**src/rtl/hdmi_tx_pkg.sv**
```systemverilog
// rtl/hdmi_tx_pkg.sv - shared state encoding and table constants for the ADV7513 config sequencer
package hdmi_tx_pkg;

   typedef enum logic [3:0] {
      S_PWRUP,
      S_START,
      S_BYTE,
      S_ACK,
      S_STOP,
      S_GAP,
      S_DONE,
      S_ERROR,
      S_IDLE
   } state_t;

   localparam int         NUM_REGS     = 16;
   localparam logic [6:0] DEV_ADDR_DEF = 7'h39;

endpackage

```
**src/rtl/adv7513_init_rom.sv**
```systemverilog
// rtl/adv7513_init_rom.sv - combinational ADV7513 init table, index -> {register, value}
module adv7513_init_rom
   import hdmi_tx_pkg::*;
(
   input  logic [5:0]  i_index,
   output logic [15:0] o_entry
);

   always_comb begin
      case (i_index)
         6'd0:    o_entry = 16'h4110;
         6'd1:    o_entry = 16'h9803;
         6'd2:    o_entry = 16'h9AE0;
         6'd3:    o_entry = 16'h9C30;
         6'd4:    o_entry = 16'h9D61;
         6'd5:    o_entry = 16'hA2A4;
         6'd6:    o_entry = 16'hA3A4;
         6'd7:    o_entry = 16'hE0D0;
         6'd8:    o_entry = 16'hF900;
         6'd9:    o_entry = 16'h1500;
         6'd10:   o_entry = 16'h1630;
         6'd11:   o_entry = 16'h1702;
         6'd12:   o_entry = 16'h1846;
         6'd13:   o_entry = 16'hAF04;
         6'd14:   o_entry = 16'h4080;
         6'd15:   o_entry = 16'hD6C0;
         default: o_entry = 16'h0000;
      endcase
   end

endmodule

```
**src/rtl/hdmi_tx_config.sv**
```systemverilog
// rtl/hdmi_tx_config.sv - ADV7513 power-up I2C write sequencer with done/error status
// Optional HPD_REINIT_EN: hot-plug rising edge reruns the table.
module hdmi_tx_config
   import hdmi_tx_pkg::*;
#(
   parameter int         CLK_HZ       = 50000000,
   parameter int         I2C_HZ       = 100000,
   parameter int         PWRUP_CYCLES = 10000000,
   parameter logic [6:0] DEV_ADDR     = DEV_ADDR_DEF,
   parameter int         MAX_RETRY    = 3
) (
   input  logic       clock_50,
   input  logic       reset,
   input  logic       start,
   output logic       scl_oe,
   output logic       sda_oe,
   input  logic       sda_in,
   input  logic       hpd,
   output logic       busy,
   output logic       done,
   output logic       ack_error,
   output logic [5:0] reg_index
);

   localparam int QDIV = CLK_HZ / (4 * I2C_HZ);
   localparam int QW   = (QDIV > 1) ? $clog2(QDIV) : 1;
   localparam int PW   = (PWRUP_CYCLES > 1) ? $clog2(PWRUP_CYCLES) : 1;
   localparam int RW   = $clog2(MAX_RETRY + 1);

   state_t          r_state, w_state;
   logic [QW-1:0]   r_qcnt;
   logic [PW-1:0]   r_pwr, w_pwr;
   logic [1:0]      r_q, w_q;
   logic [2:0]      r_bit, w_bit;
   logic [1:0]      r_byte, w_byte;
   logic [7:0]      r_shift, w_shift;
   logic [RW-1:0]   r_retry, w_retry, w_retry_inc;
   logic [5:0]      r_idx, w_idx;
   logic            r_nack, w_nack;
   logic            r_scl, w_scl, r_sda, w_sda;
   logic            r_busy, r_done, r_err;
   logic            w_qtick, w_idle, w_rerun;
   logic [15:0]     w_entry;

   adv7513_init_rom u_rom (
      .i_index (r_idx),
      .o_entry (w_entry)
   );

   assign w_qtick     = (r_qcnt == QW'(QDIV - 1));
   assign w_idle      = (r_state == S_DONE) || (r_state == S_ERROR) || (r_state == S_IDLE);
   assign w_retry_inc = r_retry + 1'b1;

`ifdef HPD_REINIT_EN
   logic [2:0] r_hpd_s;
   logic       r_hpd_pend;
   logic       w_hpd_rise;

   assign w_hpd_rise = r_hpd_s[1] & ~r_hpd_s[2];
   assign w_rerun    = start | w_hpd_rise | r_hpd_pend;

   // A plug event mid-run is remembered so the transmitter is reprogrammed once it finishes.
   always_ff @(posedge clock_50 or negedge reset) begin
      if (!reset) begin
         r_hpd_s    <= 3'b000;
         r_hpd_pend <= 1'b0;
      end else begin
         r_hpd_s <= {r_hpd_s[1:0], hpd};
         if (w_idle)
            r_hpd_pend <= 1'b0;
         else if (w_hpd_rise)
            r_hpd_pend <= 1'b1;
      end
   end
`else
   logic w_unused_hpd;
   assign w_unused_hpd = hpd;
   assign w_rerun      = start;
`endif

   always_ff @(posedge clock_50 or negedge reset) begin
      if (!reset)
         r_qcnt <= '0;
      else if (w_qtick)
         r_qcnt <= '0;
      else
         r_qcnt <= r_qcnt + 1'b1;
   end

   always_ff @(posedge clock_50 or negedge reset) begin
      if (!reset) begin
         r_state <= S_PWRUP;
         r_pwr   <= '0;
         r_q     <= 2'd0;
         r_bit   <= 3'd0;
         r_byte  <= 2'd0;
         r_shift <= 8'h00;
         r_retry <= '0;
         r_idx   <= 6'd0;
         r_nack  <= 1'b0;
         r_scl   <= 1'b0;
         r_sda   <= 1'b0;
         r_busy  <= 1'b0;
         r_done  <= 1'b0;
         r_err   <= 1'b0;
      end else begin
         r_state <= w_state;
         r_pwr   <= w_pwr;
         r_q     <= w_q;
         r_bit   <= w_bit;
         r_byte  <= w_byte;
         r_shift <= w_shift;
         r_retry <= w_retry;
         r_idx   <= w_idx;
         r_nack  <= w_nack;
         r_scl   <= w_scl;
         r_sda   <= w_sda;
         r_busy  <= !((w_state == S_DONE) || (w_state == S_ERROR) || (w_state == S_IDLE));
         r_done  <= (w_state == S_DONE);
         r_err   <= (w_state == S_ERROR);
      end
   end

   // Bit timing: q0 drive SDA, q1 release SCL, q2 sample, q3 pull SCL low.
   always_comb begin
      w_state = r_state;
      w_pwr   = r_pwr;
      w_q     = r_q;
      w_bit   = r_bit;
      w_byte  = r_byte;
      w_shift = r_shift;
      w_retry = r_retry;
      w_idx   = r_idx;
      w_nack  = r_nack;
      w_scl   = r_scl;
      w_sda   = r_sda;
      case (r_state)
         S_PWRUP: begin
            if (r_pwr == PW'(PWRUP_CYCLES - 1)) begin
               w_state = S_START;
               w_idx   = 6'd0;
               w_q     = 2'd0;
            end else begin
               w_pwr = r_pwr + 1'b1;
            end
         end
         S_DONE, S_ERROR, S_IDLE: begin
            if (w_rerun) begin
               w_state = S_START;
               w_idx   = 6'd0;
               w_retry = '0;
               w_q     = 2'd0;
            end
         end
         default: begin
            if (w_qtick) begin
               w_q = r_q + 2'd1;
               case (r_state)
                  S_START: begin
                     case (r_q)
                        2'd0: begin w_scl = 1'b0; w_sda = 1'b0; end
                        2'd1: w_sda = 1'b1;
                        2'd3: begin
                           w_scl   = 1'b1;
                           w_shift = {DEV_ADDR, 1'b0};
                           w_bit   = 3'd0;
                           w_byte  = 2'd0;
                           w_nack  = 1'b0;
                           w_state = S_BYTE;
                        end
                        default: ;
                     endcase
                  end
                  S_BYTE: begin
                     case (r_q)
                        2'd0: w_sda = ~r_shift[7];
                        2'd1: w_scl = 1'b0;
                        2'd3: begin
                           w_scl   = 1'b1;
                           w_shift = {r_shift[6:0], 1'b0};
                           w_bit   = r_bit + 3'd1;
                           if (r_bit == 3'd7)
                              w_state = S_ACK;
                        end
                        default: ;
                     endcase
                  end
                  S_ACK: begin
                     case (r_q)
                        2'd0: w_sda = 1'b0;
                        2'd1: w_scl = 1'b0;
                        2'd2: w_nack = sda_in;
                        default: begin
                           w_scl = 1'b1;
                           if (r_nack || r_byte == 2'd2) begin
                              w_state = S_STOP;
                           end else begin
                              w_byte  = r_byte + 2'd1;
                              w_shift = (r_byte == 2'd0) ? w_entry[15:8] : w_entry[7:0];
                              w_state = S_BYTE;
                           end
                        end
                     endcase
                  end
                  S_STOP: begin
                     case (r_q)
                        2'd0: w_sda = 1'b1;
                        2'd1: w_scl = 1'b0;
                        2'd2: w_sda = 1'b0;
                        default: w_state = S_GAP;
                     endcase
                  end
                  S_GAP: begin
                     if (r_q == 2'd3) begin
                        if (r_nack) begin
                           if (w_retry_inc == RW'(MAX_RETRY)) begin
                              w_state = S_ERROR;
                           end else begin
                              w_retry = w_retry_inc;
                              w_state = S_START;
                           end
                        end else if (r_idx == 6'(NUM_REGS - 1)) begin
                           w_state = S_DONE;
                        end else begin
                           w_idx   = r_idx + 6'd1;
                           w_retry = '0;
                           w_state = S_START;
                        end
                     end
                  end
                  default: w_state = S_IDLE;
               endcase
            end
         end
      endcase
   end

   assign scl_oe    = r_scl;
   assign sda_oe    = r_sda;
   assign busy      = r_busy;
   assign done      = r_done;
   assign ack_error = r_err;
   assign reg_index = r_idx;

endmodule

```
**config.mk**
```make
export PLATFORM = sky130hd
export DESIGN_NAME = hdmi_tx_config
export DESIGN_NICKNAME = d
export VERILOG_FILES = /design/src/rtl/hdmi_tx_pkg.sv /design/src/rtl/adv7513_init_rom.sv /design/src/rtl/hdmi_tx_config.sv
export SDC_FILE = /design/constraint.sdc
export NUM_CORES = 1
export LEC_CHECK = 0
export ABC_AREA = 1
export ABC_CLOCK_PERIOD_IN_PS = 2100
export BUFFER_PORTS_ARGS = -buffer_cell sky130_fd_sc_hd__buf_2
export CORE_MARGIN = 4
export CORE_UTILIZATION = 63
export DETAILED_ROUTE_END_ITERATION = 6
export PLACE_DENSITY = 0.8
export SLEW_MARGIN = 30
export SYNTH_ARGS = -nofsm -noshare
export SYNTH_HDL_FRONTEND = slang
export SYNTH_SLANG_ARGS = --single-unit
```
**constraint.sdc**
```tcl
create_clock -name clock_50 -period 2.1 [get_ports clock_50]
set_input_delay 0.21 -clock clock_50 [delete_from_list [all_inputs] [get_ports clock_50]]
set_output_delay 0.21 -clock clock_50 [all_outputs]
set_load 0.03 [all_outputs]
```
==> metrics.md, run 1 <==
| Metric | Value |
|---|---|
| R2R Path End | `reg_index[4]` |
| Syn nets | `610` |
| WP data required | `2.32 ns` |
| Peak VDD IR | `0.000553 V` |
| Largest net degree at the start of global routing | `25` |
| Hold endpoint | `r_nack` |
| Post-DR vias/cell | `5.71` |
| Register area share after synthesis | `0.374` |
| CP Cell Sequence | `inv_1 -> ha_1 -> nand2_1 -> nor2_1 -> nand2_2 -> buf_4 -> nand4_1 -> nand3_2 -> inv_2 -> nand2_2 -> nand2_1 -> o21ai_2` |
| Area Overhead vs Synth | `8.32%` |
| Dpl ws | `0.169 ns` |
| Number of synthesized flops with an enable pin | `0` |
| Slowest stage cell, crit path | `dfrtp_1` |
| Worst-case reg-to-reg path depth | `12` |
| Antenna diodes | `0` |
| Cell row count | `29` |
| DIE HEIGHT | `90.5 um` |
| Hold Path Cell Cnt | `3` |
| Fin crit period | `1.91 ns` |
| Full die area | `8190 um^2` |
| Startpoint of the lowest-slack hold path | `sda_in` |
| Reg clk slew, reported paths | `0.07 ns` |
| Fin worst setup slack | `0.187 ns` |
| Max Slew Vio Count | `0` |
| Max-Cap Viols | `0` |
| Kind of critical path | `reg2reg` |
| F_max | `0.523 GHz` |
| FFs w/ async S/R, synth | `1.00` |
| Flop2flop setup slack | `0.19 ns` |
| Via count | `3947` |
| Number of synthesized register bits | `64` |
| # clock sinks | `64` |
| Root Buffer | `clkbuf_8` |
| Initial Utilization | `0.660` |
| Crit path DAT | `2.14 ns` |
| Most frequent cell after synthesis | `nand2_1` |
| Final nets | `634` |
| GP Congestion | `0.938` |
| CP Launch Type | `flip-flop` |
| Final Routed Wirelength | `9.64 mm` |
| Synth Flop Type | `dfrtp_1` |
| Routed Antenna Nets | `0` |
| Total grt overflow | `0` |
| Post-Syn Area per Cell | `7.32 um^2` |
| Top cells by area, synth | `dfrtp_1, nand2_1, inv_1` |
| Slew @ Worst Pin | `0.546 ns` |
| Setup TNS | `0 ns` |
| Clk_skew | `0.0148 ns` |
| Max Fanout on Critical Path | `12` |
| TritonCTS clock tree | `yes` |
| Routed WL per cell | `14.0 um` |
| Top-area cell type share of the netlist area | `0.374` |
| CP Capture Type | `flip-flop` |
| Postcts setup bufs | `0` |
| # H-tree levels | `3` |
| Share of cells above drive strength 1 | `0.130` |
| Reg-to-reg critical path startpoint | `r_qcnt[0]` |
| Lkg Pwr | `2.20 nW` |
| PwrDens | `659 nW/um^2` |
| Global-route wire length before repair | `16.8 mm` |
| Hold crit path type | `in2reg` |
| Post-synthesis instance area | `4290 um^2` |
| Initial antenna violation count | `0` |
| Period utilization | `0.911` |
| DR iter-0 viols | `328` |
| Post-DP HPWL | `7.32 mm` |
| Vias in the first global route | `3757` |
| Commonest cells post-synth | `nand2_1, inv_1, dfrtp_1` |
| Yosys cell types | `42` |
| Yosys Warn Count | `0` |
| TritonCTS Buffers | `9` |
| DRC violations left | `0` |
| Cell taking the most area after synthesis | `dfrtp_1` |
| Clock latency on the worst-skew pair | `0.35 ns` |
| Syn Inst Count | `586` |
| DIE WIDTH | `90.5 um` |
| Io pins | `16` |
| Core box area | `6490 um^2` |
| Slew margin rel. | `0.636` |
| CTS Buffer Depth | `2` |
| Status | `finished clean` |
| Crit-path max cell delay | `0.42 ns` |
| Port bufs | `14` |
| Router iterations before antenna repair | `7` |
| Endpoints failing hold | `0` |
| RSZ-0062 raised after global routing | `no` |
| Tot GR Track Use | `0.248` |
| Final setup viols | `0` |
-- layout by cell type, fill, tap and decap left out, types with 3 or more instances in the layout --
cell type and count:
nand2_2 11, inv_2 4, xnor2_1 5, nand4_1 14, inv_1 67, xor2_1 16
buf_2 14, ha_1 18, o21ai_1 10, nand2_1 149, o21ai_2 4, nand3_1 42
nor3b_1 3, or2_2 3, buf_4 11, a31oi_1 6, clkbuf_8 11, nor2_4 3
nor2_2 6, o211ai_1 4, nor2_1 50, nor3_1 13, o21ai_0 40, dfrtp_1 62
a21oi_1 18
-- flip-flops by register name, summed over array words and instances (netlist names) --
register / cells
r_bit: 3
sda_oe: 1
r_shift: 8
r_pwr: 24
busy: 1
r_byte: 2
r_q: 2
r_nack: 1
scl_oe: 1
reg_index: 6
done: 1
r_retry: 2
r_state: 4
r_qcnt: 7
ack_error: 1
-- worst max-delay path by stage --
stage                            start            to  slack [ns]
final                        r_qcnt[0]  reg_index[4]        0.19
after global routing          r_pwr[0]  reg_index[2]        0.01
after CTS                     r_pwr[0]  reg_index[4]        0.16
after detailed placement      r_pwr[0]  reg_index[4]        0.17
after global placement    reg_index[0]          busy        0.25
after floorplan           reg_index[0]    r_shift[1]        0.22
-- per-layer routing --
| layer | GRT usage | vias up | part of all wire |
|---|---|---|---|
| li1 | - | 1967 | - |
| met2 | 0.422 | 139 | 0.47 |
| met1 | 0.317 | 1821 | 0.46 |
| met3 | 0.0483 | 20 | 0.055 |
| met5 | 0 | - | 0 |
| met4 | 0.0791 | 0 | 0.014 |
-- critical path: cells and delay by family (launching register included) --
kind | cells | cell delay [ns]
fa+ha+maj | 1 | 0.15
compound gates | 1 | 0.06
buf+inv | 3 | 0.34
flops | 1 | 0.42
simple gates | 7 | 0.81
-- metrics by stage --
step                total power, mW  area, um^2  cells  hold slack [ns]  utilization
floorplan                      1.90        4290    586          -0.0856            -
global placement               2.08        4460    675            0.164        0.686
detailed placement             2.10        4460    675            0.176        0.686
CTS                            3.05        4640    691            0.140        0.714
global route                   3.23        4640    691            0.156        0.715
finish                         3.06        4640    691            0.146        0.715
-- final cells by class --
type	count	area [um^2]
Fill cell	553	1850
Tap cell	77	96.3
Sequential cell	64	1600
Inverter	73	274
Multi-Input combinational cell	436	2330
Timing Repair Buffer	26	163
Clock inverter	3	17.5
Clock buffer	12	155
-- cells by family (layout without fill, tap and decap cells) --
| family | count (synthesis) | count (layout) | synth area share |
|---|---|---|---|
| and+or+nand+nor | 300 | 300 | 0.317 |
| AOI/OAI and AO/OA | 96 | 96 | 0.129 |
| buffers and inverters | 86 | 114 | 0.0826 |
| DFF | 64 | 64 | 0.374 |
| xor gates and xnor gates | 21 | 21 | 0.0429 |
| adders and majority gates | 19 | 19 | 0.0555 |
-- repair_timing --
action                                 4_1_cts  5_1_grt
gates resized for setup                      0        3
hold buffers                                 1        0
endpoints found under the hold margin       18        0
setup endpoints to repair                    0       12
-- where the power goes --
group,leakage [nW],switching (mW),internal (mW)
combinational,1.26,0.403,0.231
clock,0.0882,0.479,0.483
sequential,0.855,0.128,1.33
No activity file was read; power rests on OpenSTA's default activity.
==> run 2: changes to the inputs <==
Settings changed: ABC_AREA 1 to default, CORE_UTILIZATION 63 to 62, PLACE_DENSITY 0.8 to 0.79.
==> metrics.md, run 2 <==
| Metric | Value |
|---|---|
| Status | `finished, violations left` |
| Port bufs | `14 (unchanged)` |
| Total grt overflow | `0 (unchanged)` |
| TritonCTS Buffers | `9 (unchanged)` |
| Setup TNS | `-0.881 ns (-0.881 ns)` |
| Yosys Warn Count | `0 (unchanged)` |
| Most used cell along the critical path | `or4_4` |
| Top cells by area, synth | `dfrtp_1, ha_1, o21ai_0` |
| FFs w/ async S/R, synth | `1.00 (unchanged)` |
| Final setup viols | `9 (+9)` |
| DR iter-0 viols | `331 (+0.91%)` |
| Io pins | `16 (unchanged)` |
| # H-tree levels | `3 (unchanged)` |
| Cell taking the most area after synthesis | `dfrtp_1` |
| TritonCTS clock tree | `yes` |
| Hold Slack | `0.187 ns (+0.0402 ns)` |
| Clock latency on the worst-skew pair | `0.36 ns (about the same)` |
| Most frequent cells in the layout | `buf_4, dfrtp_1, nand2_1` |
| Post-Syn Area per Cell | `8.97 um^2 (+23%)` |
| Core box area | `6030 um^2 (-7.2%)` |
| Reg clk slew, reported paths | `0.07 ns (about the same)` |
| Post-Place Cells | `577 (-15%)` |
| CP Launch Type | `flip-flop` |
| Register area share after synthesis | `0.408 (+0.0339)` |
| CTS Buffer Depth | `2 (unchanged)` |
| Routed Antenna Nets | `0 (unchanged)` |
| Endpoints failing hold | `0 (unchanged)` |
| Fin worst setup slack | `-0.216 ns (-0.403 ns)` |
| Cell row count | `28 (-3.4%)` |
| Initial Utilization | `0.652 (-0.00779)` |
| Top-area cell type share of the netlist area | `0.408 (+0.0339)` |
| Worst-case reg-to-reg path depth | `6 (-6)` |
| Hold Path Cell Cnt | `3 (unchanged)` |
| Router iterations before antenna repair | `5 (-2)` |
| Antenna diodes | `0 (unchanged)` |
| Largest register by flop count | `r_pwr` |
| Most frequent cell after synthesis | `dfrtp_1` |
| CP Capture Type | `flip-flop` |
| Placed cell areas | `4610 um^2 (+3.4%)` |
| Yosys cell types | `62 (+48%)` |
| Syn Inst Count | `438 (-25%)` |
| Initial antenna violation count | `0 (unchanged)` |
| Crit-path max cell delay | `0.54 ns (+0.12 ns)` |
| Commonest non-fill, non-tap cell in the layout | `buf_4` |
| Max Fanout on Critical Path | `5 (-7)` |
| Max-Cap Viols | `0 (unchanged)` |
| Crit path DAT | `2.60 ns (+0.46 ns)` |
| Share of cells above drive strength 1 | `0.306 (+0.175)` |
| CP Cell Sequence | `or2_1 -> or4_4 -> o21a_4 -> a211o_4 -> or4_4 -> a21oi_2` |
| RSZ-0062 raised after global routing | `yes` |
| Final nets | `546 (-14%)` |
| Slew margin rel. | `0.532 (-0.104)` |
| GP Congestion | `0.921 (-1.8%)` |
| Max reg flops | `24 (unchanged)` |
| Slew @ Worst Pin | `0.703 ns (+0.157 ns)` |
| Root Buffer | `clkbuf_8` |
| Dpl ws | `-0.174 ns (-0.342 ns)` |
| Slowest stage cell, crit path | `or4_4` |
| Period utilization | `1.10 (+0.192)` |
| Peak VDD IR | `0.000442 V (-20%)` |
| Top Registers | `r_pwr (24), r_shift (8), r_qcnt (7)` |
| Number of synthesized register bits | `64 (unchanged)` |
| DIE HEIGHT | `87.6 um (-3.2%)` |
| Routed WL per cell | `16.8 um (+20%)` |
| Largest net degree at the start of global routing | `38 (+52%)` |
| Max Slew Vio Count | `0 (unchanged)` |
| DRC violations left | `0 (unchanged)` |
| Full die area | `7680 um^2 (-6.2%)` |
| Global-route wire length before repair | `17.1 mm (+1.5%)` |
| Syn nets | `462 (-24%)` |
| WP data required | `2.39 ns (+0.07 ns)` |
| Failing checks | `setup timing` |
| Synth Flop Type | `dfrtp_1` |
| Clk_skew | `0.00694 ns (-0.00783 ns)` |
| Area Overhead vs Synth | `27.3%` |
| Final Routed Wirelength | `10.1 mm (+4.8%)` |
| Vias in the first global route | `3721 (-0.96%)` |
| Post-DR vias/cell | `6.16 (+7.8%)` |
| Post-DP HPWL | `6.85 mm (-6.4%)` |
| Via count | `3708 (-6.1%)` |
| F_max | `0.432 GHz (-17%)` |
| Tot GR Track Use | `0.288 (+0.0392)` |
| Fin crit period | `2.32 ns (+0.403 ns)` |
| Lkg Pwr | `2.25 nW (+2.2%)` |
| Post-synthesis instance area | `3930 um^2 (-8.3%)` |
| PwrDens | `491 nW/um^2 (-25%)` |
| Commonest cells post-synth | `dfrtp_1, nand2_1, o21ai_0` |
| Hold crit path type | `in2reg` |
| Layout Cells excl Fill | `602 (-13%)` |
| # clock sinks | `64 (unchanged)` |
| Number of synthesized flops with an enable pin | `0 (unchanged)` |
| Kind of critical path | `reg2reg` |
| DIE WIDTH | `87.6 um (-3.2%)` |
| Final instance area | `5000 um^2 (+7.8%)` |
## run 2: where the power goes
part | internal, mW | switching, mW
Clock | 0.698 | 0.492
Sequential | 1.23 | 0
Combinational | 0.00726 | 0.0264
Total | 1.94 | 0.519
## run 2: final cells by class
class / count / area (um^2)
inverter: 24 / 92.6
multi-input combinational: 330 / 2290
clock inverter: 5 / 80.1
timing repair buffer: 93 / 702
sequential: 64 / 1600
clock buffer: 11 / 141
tap: 75 / 93.8
fill: 349 / 1020
## run 2: final timing paths
check                          start           end  slack, ns
max                        r_pwr[11]  reg_index[5]      -0.22
min                           sda_in        r_nack       0.19
max reg2reg                r_pwr[11]  reg_index[5]      -0.22
min reg2reg                r_pwr[23]     r_pwr[23]       0.48
max in group asynchronous      reset  reg_index[0]       1.02
min in group asynchronous      reset    r_shift[5]       0.44
## run 2: per-layer routing
metal	track usage	share of wire
met1	0.351	0.40
met2	0.482	0.51
met4	0.145	0.035
met3	0.0602	0.056
met5	0	0
## run 2: metrics by stage
step                      utilization  power (mW)
after CTS                       0.808        2.47
final                           0.831        2.46
after global routing            0.831        2.54
after detailed placement        0.764        1.29
after global placement          0.764        1.29
after floorplan                     -        1.26
## run 2: what timing repair did
action / 4_1_cts / 5_1_grt
resized for setup: 5 / 30
hold buffers: 1 / 0
hold endpoints to repair: 27 / 0
cloned: 0 / 0
setup buffers: 2 / 6
pin swaps: 6 / 7
endpoints found under the setup margin: 21 / 34
## run 2: critical path: cells and delay by family, from the launching register on
kind,cells,cell delay (ns)
AOI/OAI and AO/OA,3,0.66
and+or+nand+nor,3,1.21
DFF,1,0.38
## run 2: kinds of logic (layout without fill, tap and decap cells)
family                   count (synthesis)  in the layout  share of synthesized area
AO/OA/AOI/OAI                          104            104                      0.173
XOR/XNOR                                29             29                     0.0646
adder cells (fa/ha/maj)                 19             19                     0.0605
buffers and inverters                   44            133                     0.0420
flip-flops                              64             64                      0.408
multiplexers                            11             11                     0.0360
AND/OR/NAND/NOR                        167            167                      0.216
==> run 3: changes to the inputs <==
Settings changed: CORE_UTILIZATION 62 to 54, PLACE_DENSITY 0.79 to 0.7, SYNTH_HIERARCHICAL from default to 1.
==> metrics.md, run 3 <==
| Metric | Value |
|---|---|
| Number of synthesized flops with an enable pin | `0 (unchanged)` |
| Antenna diodes | `0 (unchanged)` |
| PwrDens | `503 nW/um^2 (+2.5%)` |
| Top Registers | `r_pwr (24), r_shift (8), r_qcnt (7)` |
| Initial Utilization | `0.559 (-0.0929)` |
| Post-Syn Area per Cell | `9.06 um^2 (+0.97%)` |
| Final nets | `551 (+0.92%)` |
| FFs w/ async S/R, synth | `1.00 (unchanged)` |
| TritonCTS clock tree | `yes` |
| Cell row count | `32 (+14%)` |
| Final setup viols | `0 (-9)` |
| Slowest stage cell, crit path | `or4b_4` |
| Period utilization | `0.968 (-0.135)` |
| Lkg Pwr | `2.38 nW (+5.6%)` |
| R2R Path End | `reg_index[5]` |
| Worst Setup EP | `reg_index[5]` |
| CP Capture Type | `flip-flop` |
| Max Slew Vio Count | `0 (unchanged)` |
| Most frequent cell after synthesis | `dfrtp_1` |
| Via count | `3668 (-1.1%)` |
| Top cells by area, synth | `dfrtp_1, ha_1, mux2i_1` |
| Crit path DAT | `2.31 ns (-0.29 ns)` |
| Max-Cap Viols | `0 (unchanged)` |
| Placed cell areas | `4730 um^2 (+2.7%)` |
| Routed WL per cell | `15.5 um (-7.4%)` |
| Number of synthesized register bits | `64 (unchanged)` |
| Post-DR vias/cell | `5.79 (-5.9%)` |
| Cell taking the most area after synthesis | `dfrtp_1` |
| Root Buffer | `clkbuf_8` |
| Tot GR Track Use | `0.210 (-0.0775)` |
| Global-route wire length before repair | `16.8 mm (-1.5%)` |
| Largest register by flop count | `r_pwr` |
| CTS Buffer Depth | `2 (unchanged)` |
| Routed Antenna Nets | `0 (unchanged)` |
| Peak VDD IR | `0.000418 V (-5.3%)` |
| Full die area | `9590 um^2 (+25%)` |
| Hold crit path type | `in2reg` |
| CP Launch Type | `flip-flop` |
| Syn Inst Count | `482 (+10%)` |
| Clock latency on the worst-skew pair | `0.35 ns (about the same)` |
| Post-DP HPWL | `6.99 mm (+2.1%)` |
| Router iterations before antenna repair | `4 (-1)` |
| GP Congestion | `0.920 (-0.11%)` |
| Endpoints failing hold | `0 (unchanged)` |
| Most frequent cells in the layout | `dfrtp_1, nand2_1, nor2_1` |
| Crit-path max cell delay | `0.53 ns (about the same)` |
| Register area share after synthesis | `0.367 (-0.0408)` |
| # H-tree levels | `3 (unchanged)` |
| Top-area cell type share of the netlist area | `0.367 (-0.0408)` |
| Initial antenna violation count | `0 (unchanged)` |
| Kind of critical path | `reg2reg` |
| Clk_skew | `0.0102 ns (+0.00324 ns)` |
| Setup TNS | `0 ns (+0.881 ns)` |
| Worst setup path startpoint | `r_state[1]` |
| Fin crit period | `2.03 ns (-0.282 ns)` |
| Commonest non-fill, non-tap cell in the layout | `dfrtp_1` |
| Reg-to-reg critical path startpoint | `r_state[1]` |
| Max reg flops | `24 (unchanged)` |
| Flop2flop setup slack | `0.07 ns (+0.28 ns)` |
| Core box area | `7810 um^2 (+30%)` |
| F_max | `0.492 GHz (+14%)` |
| Synth Flop Type | `dfrtp_1` |
| RSZ-0062 raised after global routing | `no` |
| Share of cells above drive strength 1 | `0.222 (-0.0833)` |
| DIE HEIGHT | `97.9 um (+12%)` |
| DIE WIDTH | `97.9 um (+12%)` |
| WP data required | `2.37 ns (-0.02 ns)` |
| Commonest cells post-synth | `dfrtp_1, nand2_1, nor2_1` |
| Area Overhead vs Synth | `17.3%` |
| Io pins | `16 (unchanged)` |
| Final Routed Wirelength | `9.83 mm (-2.7%)` |
| Status | `finished clean` |
| Reg clk slew, reported paths | `0.08 ns (about the same)` |
| Total grt overflow | `0 (unchanged)` |
| DR iter-0 viols | `205 (-38%)` |
| Slew margin rel. | `0.634 (+0.103)` |
| Syn nets | `507 (+9.7%)` |
| DRC violations left | `0 (unchanged)` |
| Port bufs | `14 (unchanged)` |
| Post-synthesis instance area | `4370 um^2 (+11%)` |
| Worst-case reg-to-reg path depth | `5 (-1)` |
| CP Cell Sequence | `or4b_4 -> a21o_1 -> a21o_4 -> a2111oi_4 -> mux2i_1` |
| Yosys cell types | `68 (+9.7%)` |
| Yosys Warn Count | `6 (+6)` |
| Largest net degree at the start of global routing | `44 (+16%)` |
| Max Fanout on Critical Path | `8 (+3)` |
| Slew @ Worst Pin | `0.548 ns (-0.154 ns)` |
| # clock sinks | `64 (unchanged)` |
| Final instance area | `5120 um^2 (+2.4%)` |
| TritonCTS Buffers | `9 (unchanged)` |
| Hold Path Cell Cnt | `3 (unchanged)` |
| Vias in the first global route | `3577 (-3.9%)` |
## run 3: per-layer routing
layer / up-vias / global-route usage / wire (um)
li1: 1824 / - / -
met1: 1772 / 0.286 / 4630
met2: 60 / 0.347 / 4800
met3: 12 / 0.0407 / 282
met4: 0 / 0.0501 / 125
met5: - / 0 / 0
## run 3: cells by family after synthesis
logic type | count (synthesis) | share of synthesized area
buffers and inverters | 47 | 0.0487
DFF | 64 | 0.367
muxes | 31 | 0.0751
xor gates and xnor gates | 28 | 0.0562
AOI/OAI and AO/OA | 99 | 0.161
adders and majority gates | 20 | 0.0573
and+or+nand+nor | 192 | 0.234
other | 1 | 0.000859
## run 3: report_power, final
group	leakage, nW	internal [mW]	switching [mW]	total (mW)
logic	1.43	0.0396	0.0774	0.117
clock network	0.110	0.680	0.537	1.22
registers	0.832	1.24	0.00806	1.24
## run 3: worst min-delay path by stage
stage,startpoint,endpoint
CTS,sda_in,r_nack
detailed placement,reset,r_shift[4]
finish,sda_in,r_nack
global placement,reset,r_shift[4]
floorplan,reset,ack_error
global route,sda_in,r_nack
## run 3: critical path, delay by kind of cell (launching register included)
family | cells | cell delay [ns]
AO/OA/AOI/OAI | 3 | 0.82
AND/OR/NAND/NOR | 1 | 0.53
flip-flops | 1 | 0.40
multiplexers | 1 | 0.21
## run 3: area by class of cell
cell class	count	area, um^2
multi-input cells	371	2660
clock buffers	9	124
fillers	629	2680
well taps	102	128
clock inverters	7	103
repair buffers	54	413
flip-flops and latches	64	1600
inverters	26	97.6
## run 3: per-stage QoR
| step | util | cells | hold slack (ns) | worst slack (ns) | power, mW |
|---|---|---|---|---|---|
| floorplan | - | 482 | -0.0856 | 0.0359 | 1.33 |
| detailed placement | 0.606 | 610 | 0.226 | 0.0297 | 1.38 |
| global route | 0.656 | 633 | 0.143 | 0.000660 | 2.68 |
| CTS | 0.636 | 627 | 0.129 | 0.00633 | 2.61 |
| finish | 0.656 | 633 | 0.136 | 0.0662 | 2.58 |
| global placement | 0.606 | 610 | 0.229 | 0.0813 | 1.38 |
## run 3: what timing repair did
item | CTS | global route
gates resized for setup | 0 | 27
hold buffers | 1 | 0
endpoints found under the setup margin | 0 | 30
endpoints found under the hold margin | 21 | 0
buffers inserted | 0 | 6
